File: config.mk
export PLATFORM = sky130hd
export DESIGN_NAME = cam_i2c_arbiter
export DESIGN_NICKNAME = d
export VERILOG_FILES = /design/src/rtl/cam_i2c_pkg.sv /design/src/rtl/cam_i2c_wdt.sv /design/src/rtl/cam_i2c_arbiter.sv
export SDC_FILE = /design/constraint.sdc
export NUM_CORES = 1
export LEC_CHECK = 0
export ABC_AREA = 1
export CAP_MARGIN = 20
export CORE_MARGIN = 4
export CORE_UTILIZATION = 50
export DETAILED_ROUTE_END_ITERATION = 10
export PLACE_DENSITY_LB_ADDON = 0.05
export REMOVE_ABC_BUFFERS = 1
export SLEW_MARGIN = 20
export SYNTH_ARGS = -nofsm -noshare
export SYNTH_HDL_FRONTEND = slang
export SYNTH_SLANG_ARGS = --single-unit
File: constraint.sdc
create_clock -name i_clk -period 2.3 [get_ports i_clk]
set_clock_uncertainty 0.05 [all_clocks]
set_input_delay 0.46 -clock i_clk [delete_from_list [all_inputs] [get_ports i_clk]]
set_output_delay 0.46 -clock i_clk [all_outputs]
set_load 0.01 [all_outputs]
File: src/rtl/cam_i2c_pkg.sv
// Shared types and constants for the camera I2C write arbiter and its users.
package cam_i2c_pkg;

  typedef enum logic [2:0] {
    ST_IDLE      = 3'd0,
    ST_ISSUE     = 3'd1,
    ST_WAIT_LOW  = 3'd2,
    ST_WAIT_HIGH = 3'd3,
    ST_DONE      = 3'd4
  } state_e;

  typedef enum logic {
    REQ_CFG = 1'b0,
    REQ_RT  = 1'b1
  } req_id_e;

  localparam logic [1:0] GRANT_NONE = 2'b00;
  localparam logic [1:0] GRANT_CFG  = 2'b01;
  localparam logic [1:0] GRANT_RT   = 2'b10;

  // Camera SCCB device address, shared with cam_config.
  localparam logic [7:0] CAM_I2C_ADDR = 8'h42;

  function automatic logic [1:0] grant_of(input req_id_e id);
    return (id == REQ_CFG) ? GRANT_CFG : GRANT_RT;
  endfunction

endpackage

File: src/rtl/cam_i2c_wdt.sv
// Saturating cycle counter with two selectable limits; expire marks the last allowed cycle.
module cam_i2c_wdt #(
  parameter int unsigned SHORT_LIMIT = 8,
  parameter int unsigned LONG_LIMIT  = 16384
) (
  input  logic i_clk,
  input  logic i_rst,
  input  logic i_clr,
  input  logic i_en,
  input  logic i_sel_long,
  output logic o_expire
);

  localparam int unsigned CW = $clog2(LONG_LIMIT + 1);
  localparam logic [CW-1:0] SHORT_LAST = CW'(SHORT_LIMIT - 1);
  localparam logic [CW-1:0] LONG_LAST  = CW'(LONG_LIMIT - 1);

  logic [CW-1:0] cnt_q, cnt_d;

  always_comb begin
    cnt_d = cnt_q;
    if (i_clr) begin
      cnt_d = '0;
    end else if (i_en && (cnt_q != '1)) begin
      cnt_d = cnt_q + CW'(1);
    end
  end

  always_ff @(posedge i_clk or posedge i_rst) begin
    if (i_rst) begin
      cnt_q <= '0;
    end else begin
      cnt_q <= cnt_d;
    end
  end

  assign o_expire = (cnt_q >= (i_sel_long ? LONG_LAST : SHORT_LAST));

endmodule

File: src/rtl/cam_i2c_arbiter.sv
// Two-requester arbiter in front of the camera I2C write master: one latched write per grant,
// start pulse, busy/idle tracking with watchdog, ack (and error) back to the owner.
module cam_i2c_arbiter
  import cam_i2c_pkg::*;
#(
  parameter int unsigned BUSY_WAIT_CYCLES = 8,
  parameter int unsigned TIMEOUT_CYCLES   = 16384
) (
  input  logic       i_clk,
  input  logic       i_rst,
  input  logic       i_cfg_req,
  input  logic [7:0] i_cfg_addr,
  input  logic [7:0] i_cfg_data,
  input  logic       i_cfg_active,
  output logic       o_cfg_ack,
  input  logic       i_rt_req,
  input  logic [7:0] i_rt_addr,
  input  logic [7:0] i_rt_data,
  output logic       o_rt_ack,
  output logic       o_i2c_start,
  output logic [7:0] o_i2c_addr,
  output logic [7:0] o_i2c_data,
  input  logic       i_i2c_ready,
  output logic [1:0] o_grant,
  output logic       o_err,
  output logic       o_timeout_flag
);

  state_e     state_q, state_d;
  req_id_e    owner_q, owner_d;
  req_id_e    rr_q, rr_d;
  logic       contend_q, contend_d;
  logic [1:0] grant_q, grant_d;
  logic [7:0] addr_q, addr_d;
  logic [7:0] data_q, data_d;
  logic       err_q, err_d;
  logic       flag_q, flag_d;

  logic    cfg_elig, rt_elig;
  req_id_e pick;
  logic    wdt_clr, wdt_en, wdt_long, wdt_expire;

  assign cfg_elig = i_cfg_req;
  assign rt_elig  = i_rt_req && !i_cfg_active;

  cam_i2c_wdt #(
    .SHORT_LIMIT(BUSY_WAIT_CYCLES),
    .LONG_LIMIT (TIMEOUT_CYCLES)
  ) u_wdt (
    .i_clk     (i_clk),
    .i_rst     (i_rst),
    .i_clr     (wdt_clr),
    .i_en      (wdt_en),
    .i_sel_long(wdt_long),
    .o_expire  (wdt_expire)
  );

  always_comb begin
    state_d   = state_q;
    owner_d   = owner_q;
    rr_d      = rr_q;
    contend_d = contend_q;
    grant_d   = grant_q;
    addr_d    = addr_q;
    data_d    = data_q;
    err_d     = err_q;
    flag_d    = flag_q;
    wdt_clr   = 1'b0;
    wdt_en    = 1'b0;
    wdt_long  = 1'b0;
    pick      = REQ_CFG;

    // Round-robin pointer remembers the winner of the last contended grant only, so an
    // uncontested grant does not disturb fairness between simultaneous requesters.
    if (cfg_elig && rt_elig) begin
      pick = (rr_q == REQ_RT) ? REQ_CFG : REQ_RT;
    end else if (rt_elig) begin
      pick = REQ_RT;
    end

    case (state_q)
      ST_IDLE: begin
        if (i_i2c_ready && (cfg_elig || rt_elig)) begin
          owner_d   = pick;
          contend_d = cfg_elig && rt_elig;
          grant_d   = grant_of(pick);
          addr_d    = (pick == REQ_CFG) ? i_cfg_addr : i_rt_addr;
          data_d    = (pick == REQ_CFG) ? i_cfg_data : i_rt_data;
          err_d     = 1'b0;
          state_d   = ST_ISSUE;
        end
      end
      ST_ISSUE: begin
        wdt_clr = 1'b1;
        state_d = ST_WAIT_LOW;
      end
      ST_WAIT_LOW: begin
        wdt_en = 1'b1;
        if (!i_i2c_ready) begin
          wdt_clr = 1'b1;
          state_d = ST_WAIT_HIGH;
        end else if (wdt_expire) begin
          err_d   = 1'b1;
          flag_d  = 1'b1;
          state_d = ST_DONE;
        end
      end
      ST_WAIT_HIGH: begin
        wdt_en   = 1'b1;
        wdt_long = 1'b1;
        if (i_i2c_ready) begin
          state_d = ST_DONE;
        end else if (wdt_expire) begin
          err_d   = 1'b1;
          flag_d  = 1'b1;
          state_d = ST_DONE;
        end
      end
      ST_DONE: begin
        if (contend_q) begin
          rr_d = owner_q;
        end
        grant_d = GRANT_NONE;
        state_d = ST_IDLE;
      end
      default: begin
        grant_d = GRANT_NONE;
        state_d = ST_IDLE;
      end
    endcase
  end

  always_ff @(posedge i_clk or posedge i_rst) begin
    if (i_rst) begin
      state_q   <= ST_IDLE;
      owner_q   <= REQ_CFG;
      rr_q      <= REQ_RT;
      contend_q <= 1'b0;
      grant_q   <= GRANT_NONE;
      addr_q    <= '0;
      data_q    <= '0;
      err_q     <= 1'b0;
      flag_q    <= 1'b0;
    end else begin
      state_q   <= state_d;
      owner_q   <= owner_d;
      rr_q      <= rr_d;
      contend_q <= contend_d;
      grant_q   <= grant_d;
      addr_q    <= addr_d;
      data_q    <= data_d;
      err_q     <= err_d;
      flag_q    <= flag_d;
    end
  end

  assign o_i2c_start    = (state_q == ST_ISSUE);
  assign o_cfg_ack      = (state_q == ST_DONE) && (owner_q == REQ_CFG);
  assign o_rt_ack       = (state_q == ST_DONE) && (owner_q == REQ_RT);
  assign o_err          = (state_q == ST_DONE) && err_q;
  assign o_grant        = grant_q;
  assign o_i2c_addr     = addr_q;
  assign o_i2c_data     = data_q;
  assign o_timeout_flag = flag_q;

endmodule

==> results of run 1 <==
[flip-flops by register name, indices dropped and copies added (netlist names)]
| register | count |
|---|---|
| owner_q | 1 |
| state_q | 3 |
| u_wdt.cnt_q | 15 |
| contend_q | 1 |
| err_q | 1 |
| o_grant | 2 |
| rr_q | 1 |
| o_i2c_data | 8 |
| o_i2c_addr | 8 |
| o_timeout_flag | 1 |
[per-layer routing]
| metal | track usage (%) | vias to the layer above |
|---|---|---|
| li1 | - | 1204 |
| met2 | 34.3 | 63 |
| met1 | 27.3 | 1131 |
| met5 | 0 | - |
| met3 | 4.36 | 9 |
| met4 | 5.42 | 0 |
[worst max-delay path, cell delays in order (launching register included)]
cell and delay (ns):
dfrtp_1 0.43, inv_1 0.12, nor3_1 0.26, clkdlybuf4s50_1 0.60
[synth_stat cells]
cell type   n
nor3_2      1
nand3_2     1
a21o_1      1
buf_6       3
xor2_1     11
ha_1       12
nor2_1     23
nand3_1    65
dfrtp_1    40
nand3b_1    1
buf_2       4
o21ai_0    26
nand4_1     2
nor3_4      1
buf_4       1
o21ai_1     9
nand2_1    61
nand2_4     1
o21bai_1    1
nor2_2      2
dfstp_2     1
inv_2       5
nor3_1      6
inv_1      30
a21oi_1     7
nand2_2     2
clkbuf_1    3
xnor2_1     1
nor2_4      2
[through the flow]
| step | TNS (ns) | total power, mW | instance area, um2 | utilization [%] |
|---|---|---|---|---|
| 3_3_place_gp | 0 | 2.61 | 3180 | 66.5 |
| 5_1_grt | -0.0157 | 3.47 | 3320 | 69.4 |
| 4_1_cts | 0 | 3.18 | 3290 | 68.7 |
| 3_5_place_dp | 0 | 2.64 | 3180 | 66.5 |
| 2_1_floorplan | 0 | 1.94 | 2420 | - |
| 6_report | 0 | 3.21 | 3320 | 69.4 |
[cells by family (layout without fill, tap and decap cells)]
logic type,after synthesis,count (layout)
adder cells (fa/ha/maj),12,12
AND/OR/NAND/NOR,168,168
buffers and inverters,46,115
AO/OA/AOI/OAI,44,44
flip-flops,41,41
XOR/XNOR,12,12
[power by group]
group	switching, mW	internal [mW]	leakage (nW)
logic	0.910	0.678	0.949
registers	0.142	0.945	0.528
clock network	0.254	0.277	0.0549
total	1.31	1.90	1.53
[repair_timing]
item | CTS | global route
buffers inserted | 0 | 1
setup endpoints to repair | 0 | 8
endpoints found under the hold margin | 0 | 0
gates resized for setup | 0 | 9
[area by class of cell]
| cell class | instances | area, um2 | share of cell area [%] |
|---|---|---|---|
| Multi-Input combinational cell | 236 | 1280 | 38.4 |
| Sequential cell | 41 | 1030 | 30.9 |
| Timing Repair Buffer | 71 | 691 | 20.8 |
| Inverter | 35 | 131 | 3.95 |
| Clock buffer | 7 | 96.3 | 2.90 |
| Tap cell | 67 | 83.8 | 2.52 |
| Clock inverter | 1 | 8.76 | 0.264 |
| Timing Repair inverter | 1 | 7.51 | 0.226 |
[worst max path at each step]
stage / slack [ns] / cells after the start / to / startpoint
6_report: 0.09 / 3 / o_i2c_start / state_q[0]
5_1_grt: -0.02 / 14 / err_q / state_q[1]
4_1_cts: 0.01 / 6 / o_rt_ack / state_q[0]
3_5_place_dp: 0.04 / 7 / o_i2c_addr[3] / i_cfg_active
3_3_place_gp: 0.1 / 8 / state_q[2] / i_cfg_active
2_1_floorplan: 0.23 / 10 / err_q / state_q[2]
==> run_results.csv, run 1 <==
group,metric,value,unit
yosys,ys_types,29,
die,start_util,52.2,%
detailed_routing,wire_per_inst,13.8,um
layout,area_growth,33.1,%
yosys,ys_warn_count,0,
sta,tightest_slew,0.805,ns
sta,rsz0062_at_grt,"true",
cts,cts_tree,"built",
placement,dp_cells,449,
layout,nFillCells,395,
global_routing,grt_max_degree,42,
yosys,synth-compound-area-share,9.02,%
detailed_routing,met2WireLength,3060,um
detailed_routing,met1_length,2840,um
yosys,syn_area,2500,um2
yosys,synth_top_family_by_area,"simple AND/OR/NAND/NOR gates",
power_and_ir_drop,power_leakage,1.53,nW
setup_path,arrival,1.70,ns
layout,nets,441,
die,fp.dieArea,6190,um2
setup_path,r2r_end,"state_q[2]",
setup_path,required,1.79,ns
die,coreArea,4790,um2
global_routing,grt_usage,20.6,%
layout,final_common_cell,"nand3_1",
sta,setup_viol_count_final,0,
layout,diodes,0,
sta,max_freq,453,MHz
layout,drive_above_1_share,10.2,%
detailed_routing,topRoutingLayerUsed,"met4",
setup_path,rr_startpoint,"state_q[2]",
cts,cts-hold-fix-buffers,0,
detailed_routing,drcViolationCount,0,
yosys,synth_fa_ha_area_share,6.01,%
power_and_ir_drop,power.density,965,nW/um2
placement,hpwl,4640,um
power_and_ir_drop,ir_drop,0.000715,V
sta,setup_ws,0.0904,ns
placement,portBuffers,60,
yosys,synth_mux_area_share,0,%
global_routing,grt_overflow,0,
detailed_routing,vias,2407,
cts,cts_sinks,41,
sta,slew_violations,0,
global_routing,first_global_vias,2252,
die,die_w,78.7,um
cts,cts_buffers,5,
worst_hold_path,holdPathStages,2,
setup_path,path_class,"reg -> out",
sta,timing.final.crit_share,96.1,%
setup_path,worstRegToRegCells,13,
worst_hold_path,hold_end,"o_timeout_flag",
placement,globalplace.congestion,0.853,
sta,relSlewSlack,46.0,%
yosys,syn_avg_cell_area,7.73,um2
worst_hold_path,hp-class,"reg -> reg",
setup_path,ff2ff_setup_slack,0.19,ns
detailed_routing,vias_per_cell,5.24,
yosys,synth-simple-area-share,31.5,%
yosys,yosys-top-cells-area,"dfrtp_1 40%, nand3_1 13%, nand2_1 9.2%, ha_1 6.0%, o21ai_0 5.2%",
detailed_routing,wl_met3,331,um
yosys,ys_seq_elements,41,
sta,period_minus_slack,2.21,ns
layout,final_cell_mix,"65 x nand3_1, 61 x nand2_1, 57 x clkdlybuf4s50_1",
yosys,synth_top_area_cell,"dfrtp_1",
setup_path,worstPathMaxFanout,5,
cts,root_buffer,"clkbuf_8",
cts,path_clk_slew,0.08,ns
global_routing,antenna_found_initial,0,
yosys,ys_seq_area_share,41.1,%
run,drv_cap,0,
detailed_routing,drtPass1Iterations,4,
sta,hold_violations,0,
worst_hold_path,min_from,"o_timeout_flag",
global_routing,grt_pass1_wl,10300,um
setup_path,worstSetupEndpointType,"output port",
layout,layout.cells.non_filler,459,
yosys,synth_top_area_share,40.1,%
die,io_pins,61,
detailed_routing,ant_nets,0,
cts,cts_buffer_depth,2,
detailed_routing,drt-initial-drc-count,94,
yosys,synth_xor_area_share,4.21,%
cts,htreeDepth,2,
setup_path,cp-start-kind,"register",
die,die_h,78.7,um
yosys,synth_cells,323,
outcome,status,"completed",
cts,clk-insertion-delay-late,0.29,ns
die,row_count,25,
detailed_routing,wirelength,6320,um
sta,whs,0.417,ns
placement,post-place-ws,0.0376,ns
Power figures use the tool's default switching activity.
==> run 2: changes to the inputs <==
--- a/config.mk
+++ b/config.mk
@@ -10,6 +10,7 @@
 export CORE_MARGIN = 4
 export CORE_UTILIZATION = 50
 export DETAILED_ROUTE_END_ITERATION = 10
+export GPL_TIMING_DRIVEN = 1
 export PLACE_DENSITY_LB_ADDON = 0.05
 export REMOVE_ABC_BUFFERS = 1
 export SLEW_MARGIN = 20
==> results of run 2 <==
Final layout, timing and power as in run 1 (identical DEF).
==> run 3: changes to the inputs <==
--- a/config.mk
+++ b/config.mk
@@ -12,8 +12,9 @@
 export DETAILED_ROUTE_END_ITERATION = 10
 export GPL_TIMING_DRIVEN = 1
 export PLACE_DENSITY_LB_ADDON = 0.05
+export RECOVER_POWER = 100
 export REMOVE_ABC_BUFFERS = 1
-export SLEW_MARGIN = 20
+export SLEW_MARGIN = 5
 export SYNTH_ARGS = -nofsm -noshare
 export SYNTH_HDL_FRONTEND = slang
 export SYNTH_SLANG_ARGS = --single-unit
==> run 3 against run 2 <==
  * Worst hold slack worse by 0.0056 ns
  * Via count about the same
  * Combinational power down 4%
  * Sequential share of layout area up 0.25 points
  * Maximum frequency up 0.37%
  * Wire length about the same
  * First-iteration DRC count up 4.3%
  * Critical path type unchanged
  * Critical path depth unchanged
  * Sequential power about the same
  * Highest routed layer unchanged
  * Worst setup slack better by 0.0081 ns
  * Non-clock buffer count unchanged
  * Count of clock-buffer cells in the layout unchanged
  * Critical endpoint unchanged
==> run_results.csv, run 3 (synthesized netlist as in run 1, its figures left out) <==
group,metric,value,unit
die,fp.dieArea,6190,um2
power_and_ir_drop,ir_drop,0.000700,V
setup_path,rr_startpoint,"state_q[2]",
detailed_routing,vias,2409,
setup_path,path_buf_inv,2,
layout,drive_above_1_share,9.18,%
detailed_routing,drcViolationCount,0,
layout,fin_area,3300,um2
die,die_h,78.7,um
setup_path,worstPathMaxFanout,5,
sta,slew_violations,0,
global_routing,grt_overflow,0,
detailed_routing,wire_per_inst,13.8,um
layout,nFillCells,400,
cts,cts_tree,"built",
placement,hpwl,4640,um
sta,tightest_slew,1.02,ns
worst_hold_path,min_from,"o_timeout_flag",
die,start_util,52.2,%
worst_hold_path,hp-class,"reg -> reg",
global_routing,grt_usage,20.6,%
setup_path,cp_slowest_stage_delay,0.60,ns
layout,largest_reg_flops,15,
detailed_routing,ant_nets,0,
layout,final_common_cell,"nand3_1",
detailed_routing,drtPass1Iterations,4,
setup_path,cp_slowest_cell,"clkdlybuf4s50_1",
sta,rsz0062_at_grt,"true",
cts,clk-insertion-delay-late,0.29,ns
global_routing,grt_max_degree,42,
sta,whs,0.411,ns
power_and_ir_drop,p_total,3.13,mW
sta,final.setup.tns,0,ns
cts,cts_buffers,5,
layout,final_cell_mix,"66 x nand3_1, 62 x nand2_1, 39 x dfrtp_1",
setup_path,worstSetupEndpointType,"output port",
cts,path_clk_slew,0.08,ns
sta,hold_violations,0,
global_routing,first_global_vias,2252,
run,drv_cap,0,
cts,htreeDepth,2,
outcome,status,"completed",
setup_path,crit_family,"buffers and inverters",
setup_path,arrival,1.69,ns
placement,portBuffers,60,
placement,dpl_cell_area,3180,um2
setup_path,crit_chain,"inv_1, nor3_1, clkdlybuf4s50_1",
global_routing,grt_pass1_wl,10300,um
detailed_routing,drt-initial-drc-count,98,
layout,diodes,0,
power_and_ir_drop,power_leakage,1.50,nW
layout,top_register,"u_wdt.cnt_q",
sta,period_minus_slack,2.20,ns
cts,root_buffer,"clkbuf_8",
layout,area_growth,32.0,%
setup_path,required,1.79,ns
die,die_w,78.7,um
detailed_routing,wirelength,6320,um
sta,setup_viol_count_final,0,
global_routing,antenna_found_initial,0,
layout,nets,441,
placement,globalplace.congestion,0.853,
cts,cts-hold-fix-buffers,0,
setup_path,cp-start-kind,"register",
cts,cts_buffer_depth,2,
setup_path,path_class,"reg -> out",
sta,relSlewSlack,31.8,%
setup_path,cp-startpoint,"state_q[0]",
die,io_pins,61,
sta,max_freq,454,MHz
detailed_routing,vias_per_cell,5.25,
power_and_ir_drop,power.density,949,nW/um2
die,coreArea,4790,um2
cts,cts_sinks,41,
die,row_count,25,
sta,timing.final.crit_share,95.7,%
run 3: cell count changes in the layout (fill, tap and decap cells not counted), sizes merged:
cell	previous run	this run
clkdlybuf4s25	0	2
buf	11	9
dlymetal6s2s	3	0
dlygate4sd3	0	21
clkbuf	7	10
clkdlybuf4s50	57	36
run 3: cell type report:
class / instances / area [um2] / area share [%]
Multi-Input combinational cell: 236 / 1270 / 38.5
Sequential cell: 41 / 1030 / 31.2
Timing Repair Buffer: 71 / 672 / 20.4
Inverter: 35 / 131 / 3.98
Clock buffer: 7 / 96.3 / 2.92
Tap cell: 67 / 83.8 / 2.54
Clock inverter: 1 / 8.76 / 0.266
Timing Repair inverter: 1 / 7.51 / 0.228
run 3: what timing repair did:
action                                  4_1_cts  5_1_grt
endpoints found under the setup margin        0        8
resized for setup                             0        9
setup buffers                                 0        1
run 3: metal layers:
layer	vias up	wire length [um]	GRT usage, %
li1	1204	-	-
met1	1142	2890	27.3
met2	54	3050	34.3
met3	9	293	4.36
met4	0	85	5.42
met5	-	0	0
run 3: power by group:
group	switching, mW	leakage (nW)	internal [mW]
logic	0.902	0.914	0.617
clock network	0.254	0.0549	0.277
registers	0.134	0.528	0.945
total	1.29	1.50	1.84
run 3: final timing paths:
path | to | slack (ns) | cells past startpoint
worst max register to register | err_q | 0.20 | 13
max in group asynchronous | state_q[2] | 0.63 | 3
worst min-delay path | o_timeout_flag | 0.41 | 2
worst min register to register | o_timeout_flag | 0.41 | 2
min in group asynchronous | u_wdt.cnt_q[0] | 0.88 | 3
worst max-delay path | o_i2c_start | 0.1 | 3
run 3: stage by stage:
step                      std cells  utilization (%)  setup WS [ns]
after floorplan                 312                -          0.231
after global placement          449             66.5         0.0954
after detailed placement        449             66.5         0.0376
after CTS                       457             68.7         0.0139
after global routing            459             68.9        -0.0157
final                           459             68.9         0.0986
run 3: worst register-to-register path: cells and delay by family, from the launching register on:
kind / cells / cell delay [ns]
buffers and inverters: 2 / 0.23
adder cells (fa/ha/maj): 1 / 0.32
AO/OA/AOI/OAI: 1 / 0.08
flip-flops: 1 / 0.45
AND/OR/NAND/NOR: 9 / 0.87
